## config.mk

```make
export PLATFORM = sky130hd
export DESIGN_NAME = rvvi_text_encoder
export DESIGN_NICKNAME = d
export VERILOG_FILES = /design/src/rtl/rvvi_text_pkg.sv /design/src/rtl/rvvi_text_hex_ser.sv /design/src/rtl/rvvi_text_encoder.sv
export SDC_FILE = /design/constraint.sdc
export NUM_CORES = 1
export LEC_CHECK = 0
export ABC_AREA = 1
export BUFFER_PORTS_ARGS = -buffer_cell sky130_fd_sc_hd__buf_2
export CORE_UTILIZATION = 55
export CTS_BUF_LIST = sky130_fd_sc_hd__clkbuf_8 sky130_fd_sc_hd__clkbuf_16
export CTS_CLUSTER_DIAMETER = 60
export CTS_CLUSTER_SIZE = 40
export DETAILED_ROUTE_END_ITERATION = 7
export HOLD_SLACK_MARGIN = 0.03
export PLACE_DENSITY = 0.81
export SYNTH_ARGS = -nofsm -noshare
export SYNTH_HDL_FRONTEND = slang
export SYNTH_HIERARCHICAL = 1
export SYNTH_SLANG_ARGS = --single-unit
```

## constraint.sdc

```tcl
create_clock -name clk -period 2.9 [get_ports clk]
set_input_delay 0.435 -clock clk [delete_from_list [all_inputs] [get_ports clk]]
set_output_delay 0.435 -clock clk [all_outputs]
set_load 0.01 [all_outputs]
```

## src/rtl/rvvi_text_pkg.sv

```systemverilog
// rvvi_text_pkg
// Shared definitions for the RVVI text trace encoder: ASCII constants, the
// encoder state enum and small character-formatting helpers.
// Optional feature macro: RVVI_TEXT_CSR_EN (adds the CSR field states).
// No ports (package).

package rvvi_text_pkg;

   localparam logic [7:0] CH_SPACE = 8'h20;
   localparam logic [7:0] CH_NL    = 8'h0a;
   localparam logic [7:0] CH_0     = 8'h30;

   // One state per emitted field; each field state also owns its leading space.
   typedef enum logic [3:0] {
      IDLE,
      HART_KEY,
      HART_NUM,
      EOL_H,
      EVT_KEY,
      PC,
      INSN,
      X_KEY,
      X_IDX,
      X_DATA,
`ifdef RVVI_TEXT_CSR_EN
      C_KEY,
      C_IDX,
      C_DATA,
`endif
      EOL
   } state_t;

   // Lowercase hex digit for a nibble.
   function automatic logic [7:0] hex_char(input logic [3:0] nibble);
      if (nibble < 4'd10)
         return CH_0 + {4'h0, nibble};
      else
         return 8'h57 + {4'h0, nibble};
   endfunction

   // ASCII digit for a decimal digit value 0..9.
   function automatic logic [7:0] dec_char(input logic [3:0] digit);
      return CH_0 + {4'h0, digit};
   endfunction

   // Split 0..31 into {tens, ones, ntens}; ntens is set when a tens digit
   // must be printed (no leading zero for single-digit values).
   function automatic logic [8:0] dec2(input logic [4:0] value);
      logic [3:0] tens;
      logic [3:0] ones;
      if (value >= 5'd30) begin
         tens = 4'd3;
         ones = 4'(value - 5'd30);
      end else if (value >= 5'd20) begin
         tens = 4'd2;
         ones = 4'(value - 5'd20);
      end else if (value >= 5'd10) begin
         tens = 4'd1;
         ones = 4'(value - 5'd10);
      end else begin
         tens = 4'd0;
         ones = value[3:0];
      end
      return {tens, ones, (value >= 5'd10)};
   endfunction

endpackage

```

## src/rtl/rvvi_text_hex_ser.sv

```systemverilog
// rvvi_text_hex_ser
// Hex digit serializer shared by every hex field of the trace line. A load
// captures an up-to-64-bit value and its digit count; each shift pulse then
// advances to the next digit, most significant first.
// Ports:
//   clk, rst_n      clock, asynchronous active-low reset
//   load            capture load_value / load_digits (wins over shift)
//   load_value      value to print, right-aligned
//   load_digits     number of hex digits to print (1..16)
//   shift           current digit consumed, advance to the next
//   digit_char      lowercase ASCII of the current digit
//   last            current digit is the final one of the field

module rvvi_text_hex_ser
   import rvvi_text_pkg::*;
(
   input  logic        clk,
   input  logic        rst_n,
   input  logic        load,
   input  logic [63:0] load_value,
   input  logic [4:0]  load_digits,
   input  logic        shift,
   output logic [7:0]  digit_char,
   output logic        last
);

   logic [63:0] shift_reg;
   logic [4:0]  remaining;
   logic [6:0]  align;

   // Left-justify the value so the first digit always sits in the top nibble.
   assign align = 7'd64 - {load_digits, 2'b00};

   // Shift register walks the digits MSB-first; remaining tracks how many are
   // left so the encoder knows when the field ends.
   always_ff @(posedge clk or negedge rst_n) begin
      if (!rst_n) begin
         shift_reg <= 64'd0;
         remaining <= 5'd0;
      end else if (load) begin
         shift_reg <= load_value << align;
         remaining <= load_digits;
      end else if (shift && (remaining != 5'd0)) begin
         shift_reg <= {shift_reg[59:0], 4'h0};
         remaining <= remaining - 5'd1;
      end
   end

   assign digit_char = hex_char(shift_reg[63:60]);
   assign last       = (remaining == 5'd1);

endmodule

```

## src/rtl/rvvi_text_encoder.sv

```systemverilog
// rvvi_text_encoder
// Turns RVVI retirement events into the RVVI text trace format, one ASCII
// byte per transfer:
//   "HART <d>\n"  (when the hart changes or after reset)
//   "RET|TRAP <pc> <insn>[ X <idx> <data>][ C <csr> <data>]\n"
// Optional feature macro: RVVI_TEXT_CSR_EN adds the C field and its ports.
// Ports:
//   clk, rst_n                 clock, asynchronous active-low reset
//   evt_valid / evt_ready      event handshake
//   evt_trap, evt_hart         TRAP vs RET key, hart id 0..15
//   evt_pc, evt_insn           retired PC and instruction word
//   evt_x_we/idx/data          GPR write (x0 writes are suppressed)
//   evt_c_we/idx/data          CSR write (RVVI_TEXT_CSR_EN only)
//   tx_data / tx_valid / tx_ready   byte stream handshake

module rvvi_text_encoder
   import rvvi_text_pkg::*;
#(
   parameter int XLEN   = 32,
   parameter int INSN_W = 32
) (
   input  logic              clk,
   input  logic              rst_n,
   input  logic              evt_valid,
   output logic              evt_ready,
   input  logic              evt_trap,
   input  logic [3:0]        evt_hart,
   input  logic [XLEN-1:0]   evt_pc,
   input  logic [INSN_W-1:0] evt_insn,
   input  logic              evt_x_we,
   input  logic [4:0]        evt_x_idx,
   input  logic [XLEN-1:0]   evt_x_data,
`ifdef RVVI_TEXT_CSR_EN
   input  logic              evt_c_we,
   input  logic [11:0]       evt_c_idx,
   input  logic [XLEN-1:0]   evt_c_data,
`endif
   output logic [7:0]        tx_data,
   output logic              tx_valid,
   input  logic              tx_ready
);

   localparam logic [4:0] DATA_DIGITS = 5'(XLEN / 4);
   localparam logic [4:0] INSN_DIGITS = 5'(INSN_W / 4);

   state_t            state;
   state_t            state_next;
   logic [4:0]        cnt;
   logic              xfer;
   logic              accept;
   logic              need_hart;
   logic              field_done;

   logic              trap_q;
   logic [3:0]        hart_q;
   logic [XLEN-1:0]   pc_q;
   logic [INSN_W-1:0] insn_q;
   logic              x_we_q;
   logic [4:0]        x_idx_q;
   logic [XLEN-1:0]   x_data_q;
   logic              hart_seen;
   logic [3:0]        last_hart;
`ifdef RVVI_TEXT_CSR_EN
   logic              c_we_q;
   logic [11:0]       c_idx_q;
   logic [XLEN-1:0]   c_data_q;
`endif

   logic [8:0]        hart_dec;
   logic [8:0]        xidx_dec;
   logic              in_hex;
   logic              ser_load;
   logic [63:0]       ser_value;
   logic [4:0]        ser_digits;
   logic              ser_shift;
   logic [7:0]        ser_char;
   logic              ser_last;

   assign xfer      = tx_valid && tx_ready;
   assign accept    = evt_valid && evt_ready;
   assign need_hart = !hart_seen || (evt_hart != last_hart);
   assign evt_ready = (state == IDLE);
   assign hart_dec  = dec2({1'b0, hart_q});
   assign xidx_dec  = dec2(x_idx_q);

   // State register; reset abandons any partial line at once.
   always_ff @(posedge clk or negedge rst_n) begin
      if (!rst_n)
         state <= IDLE;
      else
         state <= state_next;
   end

   // Character counter: restarts at every field boundary and steps on each
   // accepted byte, so it indexes keys and decimal digits MSB-first.
   always_ff @(posedge clk or negedge rst_n) begin
      if (!rst_n)
         cnt <= 5'd0;
      else if (state_next != state)
         cnt <= 5'd0;
      else if (xfer)
         cnt <= cnt + 5'd1;
   end

   // Event capture and hart tracking; clearing hart_seen on reset forces the
   // first line after reset to re-announce its hart.
   always_ff @(posedge clk or negedge rst_n) begin
      if (!rst_n) begin
         trap_q    <= 1'b0;
         hart_q    <= 4'd0;
         pc_q      <= '0;
         insn_q    <= '0;
         x_we_q    <= 1'b0;
         x_idx_q   <= 5'd0;
         x_data_q  <= '0;
         hart_seen <= 1'b0;
         last_hart <= 4'd0;
`ifdef RVVI_TEXT_CSR_EN
         c_we_q    <= 1'b0;
         c_idx_q   <= 12'd0;
         c_data_q  <= '0;
`endif
      end else if (accept) begin
         trap_q    <= evt_trap;
         hart_q    <= evt_hart;
         pc_q      <= evt_pc;
         insn_q    <= evt_insn;
         x_we_q    <= evt_x_we && (evt_x_idx != 5'd0);
         x_idx_q   <= evt_x_idx;
         x_data_q  <= evt_x_data;
         hart_seen <= 1'b1;
         last_hart <= evt_hart;
`ifdef RVVI_TEXT_CSR_EN
         c_we_q    <= evt_c_we;
         c_idx_q   <= evt_c_idx;
         c_data_q  <= evt_c_data;
`endif
      end
   end

   // Field-complete detection: true while the byte on tx_data is the last
   // one of the current field. Hex fields defer to the serializer.
   always_comb begin
      field_done = 1'b0;
      in_hex     = 1'b0;
      case (state)
         HART_KEY: field_done = (cnt == 5'd4);
         HART_NUM: field_done = hart_dec[0] ? (cnt == 5'd1) : (cnt == 5'd0);
         EOL_H:    field_done = 1'b1;
         EVT_KEY:  field_done = trap_q ? (cnt == 5'd3) : (cnt == 5'd2);
         X_KEY:    field_done = (cnt == 5'd1);
         X_IDX:    field_done = xidx_dec[0] ? (cnt == 5'd2) : (cnt == 5'd1);
`ifdef RVVI_TEXT_CSR_EN
         C_KEY:    field_done = (cnt == 5'd1);
         C_IDX, C_DATA,
`endif
         PC, INSN, X_DATA: begin
            in_hex     = 1'b1;
            field_done = (cnt != 5'd0) && ser_last;
         end
         EOL:      field_done = 1'b1;
         default:  field_done = 1'b0;
      endcase
   end

   // Next-state logic: advance one field when its last byte is accepted.
   // Optional X and C fields are skipped when no write is present.
   always_comb begin
      state_next = state;
      case (state)
         IDLE:     if (accept) state_next = need_hart ? HART_KEY : EVT_KEY;
         HART_KEY: if (xfer && field_done) state_next = HART_NUM;
         HART_NUM: if (xfer && field_done) state_next = EOL_H;
         EOL_H:    if (xfer && field_done) state_next = EVT_KEY;
         EVT_KEY:  if (xfer && field_done) state_next = PC;
         PC:       if (xfer && field_done) state_next = INSN;
         INSN: begin
            if (xfer && field_done) begin
               if (x_we_q)
                  state_next = X_KEY;
`ifdef RVVI_TEXT_CSR_EN
               else if (c_we_q)
                  state_next = C_KEY;
`endif
               else
                  state_next = EOL;
            end
         end
         X_KEY:    if (xfer && field_done) state_next = X_IDX;
         X_IDX:    if (xfer && field_done) state_next = X_DATA;
         X_DATA: begin
            if (xfer && field_done) begin
`ifdef RVVI_TEXT_CSR_EN
               state_next = c_we_q ? C_KEY : EOL;
`else
               state_next = EOL;
`endif
            end
         end
`ifdef RVVI_TEXT_CSR_EN
         C_KEY:    if (xfer && field_done) state_next = C_IDX;
         C_IDX:    if (xfer && field_done) state_next = C_DATA;
         C_DATA:   if (xfer && field_done) state_next = EOL;
`endif
         EOL:      if (xfer && field_done) state_next = IDLE;
         default:  state_next = IDLE;
      endcase
   end

   // Serializer control: load the next hex field as its state is entered, so
   // the value is ready once the leading space has gone out.
   always_comb begin
      ser_load   = 1'b0;
      ser_value  = 64'd0;
      ser_digits = 5'd0;
      if (state_next != state) begin
         case (state_next)
            PC: begin
               ser_load   = 1'b1;
               ser_value  = 64'(pc_q);
               ser_digits = DATA_DIGITS;
            end
            INSN: begin
               ser_load   = 1'b1;
               ser_value  = 64'(insn_q);
               ser_digits = INSN_DIGITS;
            end
            X_DATA: begin
               ser_load   = 1'b1;
               ser_value  = 64'(x_data_q);
               ser_digits = DATA_DIGITS;
            end
`ifdef RVVI_TEXT_CSR_EN
            C_IDX: begin
               ser_load   = 1'b1;
               ser_value  = 64'(c_idx_q);
               ser_digits = 5'd3;
            end
            C_DATA: begin
               ser_load   = 1'b1;
               ser_value  = 64'(c_data_q);
               ser_digits = DATA_DIGITS;
            end
`endif
            default: begin
               ser_load   = 1'b0;
               ser_value  = 64'd0;
               ser_digits = 5'd0;
            end
         endcase
      end
   end

   assign ser_shift = xfer && in_hex && (cnt != 5'd0);

   rvvi_text_hex_ser u_hex_ser (
      .clk         (clk),
      .rst_n       (rst_n),
      .load        (ser_load),
      .load_value  (ser_value),
      .load_digits (ser_digits),
      .shift       (ser_shift),
      .digit_char  (ser_char),
      .last        (ser_last)
   );

   // Output decode: every non-idle state presents a byte, and the byte depends
   // only on registered state, so it holds steady while the sink stalls.
   always_comb begin
      tx_valid = (state != IDLE);
      tx_data  = 8'h00;
      case (state)
         HART_KEY: begin
            case (cnt)
               5'd0:    tx_data = "H";
               5'd1:    tx_data = "A";
               5'd2:    tx_data = "R";
               5'd3:    tx_data = "T";
               default: tx_data = CH_SPACE;
            endcase
         end
         HART_NUM: tx_data = ((cnt == 5'd0) && hart_dec[0]) ? dec_char(hart_dec[8:5])
                                                            : dec_char(hart_dec[4:1]);
         EOL_H, EOL: tx_data = CH_NL;
         EVT_KEY: begin
            if (trap_q) begin
               case (cnt)
                  5'd0:    tx_data = "T";
                  5'd1:    tx_data = "R";
                  5'd2:    tx_data = "A";
                  default: tx_data = "P";
               endcase
            end else begin
               case (cnt)
                  5'd0:    tx_data = "R";
                  5'd1:    tx_data = "E";
                  default: tx_data = "T";
               endcase
            end
         end
         X_KEY: tx_data = (cnt == 5'd0) ? CH_SPACE : "X";
         X_IDX: begin
            if (cnt == 5'd0)
               tx_data = CH_SPACE;
            else if ((cnt == 5'd1) && xidx_dec[0])
               tx_data = dec_char(xidx_dec[8:5]);
            else
               tx_data = dec_char(xidx_dec[4:1]);
         end
`ifdef RVVI_TEXT_CSR_EN
         C_KEY: tx_data = (cnt == 5'd0) ? CH_SPACE : "C";
         C_IDX, C_DATA,
`endif
         PC, INSN, X_DATA: tx_data = (cnt == 5'd0) ? CH_SPACE : ser_char;
         default: tx_data = 8'h00;
      endcase
   end

endmodule

```

==> results.sh <==
export IMPL_cts_made_buffers=17
export IMPL_fp_row_count=55
export IMPL_startpoint_type="register"
export IMPL_fin_crit_ns=3.41
export IMPL_ys_types=41
export IMPL_yosysWarnings=6
export IMPL_drc=0
export IMPL_postRouteAntennaNets=0
export IMPL_ir_drop_mv=0.576
export IMPL_end_kind="register"
export IMPL_cp_max_fo=7
export IMPL_ys_seq_area_share_pct=36.4
export IMPL_fin_tns_setup_ns=-27.47
export IMPL_synth_area_mm2=0.0128
export IMPL_dp_hpwl_um=26600
export IMPL_slew_headroom_pct=29.0
export IMPL_finalWorstSetupSlack_ns=-0.510
export IMPL_drtPass1Iterations=6
export IMPL_violations="setup timing"
export IMPL_path_class="register to register"
export IMPL_synthCells=1981
export IMPL_yosys_area_share_simple_pct=45.6
export IMPL_largest_reg_flops=64
export IMPL_ctsHtreeMaxLevel=4
export IMPL_cpMaxStageDelayCell="dfrtp_1"
export IMPL_synth_fa_ha_area_share_pct=1.47
export IMPL_grt_pass1_vias=13400
export IMPL_cts_buffer_depth=2
export IMPL_tightest_slew_ns=1.07
export IMPL_cp_required_ns=3.26
export IMPL_hold_class="primary input to register"
export IMPL_setup_viol=69
export IMPL_hp_start="evt_x_data[21]"
export IMPL_power_w=0.0154
export IMPL_cts_tree="yes"
export IMPL_clockRootBuffer="clkbuf_16"
export IMPL_period_share_pct=118
export IMPL_grt_max_degree=106
export IMPL_holdPathStages=3
export IMPL_critical_path_arrival_ns=3.77
export IMPL_synth_top_family_by_area="simple AND/OR/NAND/NOR gates"
export IMPL_final_common_cell="nand2_1"
export IMPL_hold_viol_final=0
export IMPL_synth_main_ff_cell="dfrtp_1"
export IMPL_p_leak_nw=9.03
export IMPL_finish_utilization_pct=74.9
export IMPL_overflow=0
export IMPL_start_util_pct=56.2
export IMPL_grt_setup_unrepaired="true"
export IMPL_core_mm2=0.0227
export IMPL_timing_rr_start="cnt[1]"
export IMPL_grt_use_total_pct=33.9
export IMPL_final_cell_mix="nand2_1, nand3_1, dfrtp_1"
export IMPL_synth_edf_count=0
export IMPL_num_vias=14800
export IMPL_grt_pass1_wl_um=65200
export IMPL_yosys_mux_area_fraction_pct=0
export IMPL_drive_gt1_share_pct=27.6
export IMPL_cts_sinks=186
export IMPL_syn_avg_cell_area_um2=6.45
export IMPL_outcome="finished, violations left"
export IMPL_io_buffers=119
export IMPL_power_density_mw_per_mm2=904
export IMPL_ios=121
export IMPL_antenna_found_initial=0
export IMPL_die_w_um=154
export IMPL_clk_pin_slew_ns=0.09
export IMPL_via_per_inst=5.77
export IMPL_crit_path_frequent_cell="nand2_2"
export IMPL_nFillCells=1662
export IMPL_cpPeakStageDelay_ns=0.40
export IMPL_skew_ns=0.0191
export IMPL_clk_latency_ns=0.47
export IMPL_syn2layout_area_growth_pct=33.2
export IMPL_async_reset_ff_share_pct=100
export IMPL_synth_compound_area_share_pct=5.67
export IMPL_routed_wl_um=43100
export IMPL_fp_dieH_um=154
export IMPL_slew_viol_final=0
export IMPL_diodes=0
export IMPL_dp_slack_ns=-0.399
export IMPL_hold_ws_ns=0.145
export IMPL_die_area_mm2=0.0238
export IMPL_synth_seq_cells=186
export IMPL_ff2ff_path_depth=30
export IMPL_clock_fmax_ghz=0.293
export IMPL_r2r_slack_ns=-0.51
export IMPL_drt_initial_drc_count=1771
export IMPL_drv_cap=0
export IMPL_layout_nets=2386
export IMPL_gp_congestion=0.933
export IMPL_crit_start="cnt[1]"
export IMPL_routedWlPerCell_um=16.8
export IMPL_synth_xor_area_share_pct=0.549
## through the flow
step,area (µm²),instances
floorplan,13200,2048
global route,17000,2558
global placement,14800,2482
finish,17000,2558
detailed placement,14800,2482
CTS,15800,2529
## path summary, 6_finish.rpt
kind                                                end
worst max-delay path            u_hex_ser/shift_reg[48]
worst min-delay path                       x_data_q[21]
worst max register to register  u_hex_ser/shift_reg[48]
worst min register to register                hart_seen
max in group asynchronous                      state[3]
min in group asynchronous                    x_idx_q[2]
## critical path: cells and delay by family, from the launching register on
kind | cells | cell delay, ns
fa+ha+maj | 1 | 0.14
buf+inv | 7 | 0.59
flops | 1 | 0.40
simple gates | 22 | 2.16
## cells by family after synthesis
logic type | Yosys count
AO/OA/AOI/OAI | 128
XOR/XNOR | 8
adder cells (fa/ha/maj) | 15
buffers and inverters | 294
flip-flops | 186
other | 3
AND/OR/NAND/NOR | 1347
## layer usage
metal / wire length [µm] / share of wire, % / GRT usage (%) / vias to the layer above
li1: - / - / - / 6873
met1: 17100 / 40 / 45.1 / 6856
met2: 20100 / 47 / 56.3 / 819
met3: 3830 / 8.9 / 5.30 / 207
met4: 2090 / 4.9 / 11.8 / 0
met5: 0 / 0 / 0 / -
## cells in the mapped netlist, types with 3 or more instances
cell type / count / area (µm²)
a31oi_1: 3 / 18.8
a211oi_1: 3 / 22.5
dfrtp_1: 186 / 4650
a21oi_1: 63 / 315
xor2_1: 7 / 61.3
o2111ai_1: 4 / 35.0
a22oi_1: 5 / 37.5
nor2_2: 6 / 37.5
nand2_4: 3 / 33.8
ha_1: 15 / 188
o211ai_1: 7 / 52.6
nand4_1: 101 / 632
buf_1: 12 / 45.0
nor3_1: 4 / 20.0
nand2_1: 769 / 2890
nand3_1: 293 / 1470
clkbuf_1: 46 / 173
inv_1: 146 / 548
nor2_1: 145 / 544
inv_2: 20 / 75.1
buf_6: 13 / 146
buf_2: 45 / 225
a22o_1: 4 / 35.0
buf_4: 11 / 82.6
nand2_2: 17 / 106
o21ai_0: 34 / 170
conb_1: 3 / 11.3
## what timing repair did
action	4_1_cts	5_1_grt
pin swaps	20	61
gates cloned	1	10
buffers inserted	14	21
gates resized for setup	53	203
hold buffers	1	0
endpoints found under the setup margin	70	72
hold endpoints to repair	55	0
## final cells by class
| class | count | area (µm²) | area share (%) |
|---|---|---|---|
| clock buffers | 17 | 425 | 2.50 |
| clock inverters | 15 | 234 | 1.38 |
| inverters | 167 | 638 | 3.75 |
| multi-input cells | 1569 | 8050 | 47.3 |
| flip-flops and latches | 186 | 4660 | 27.4 |
| well taps | 285 | 357 | 2.10 |
| repair buffers | 319 | 2650 | 15.6 |
## report_power, final
group	switching, W	internal (W)	total (W)
clock	0.00137	0.00124	0.00261
combinational	0.00502	0.00327	0.00829
sequential	0.000710	0.00376	0.00447
Power figures use the tool's default switching activity.
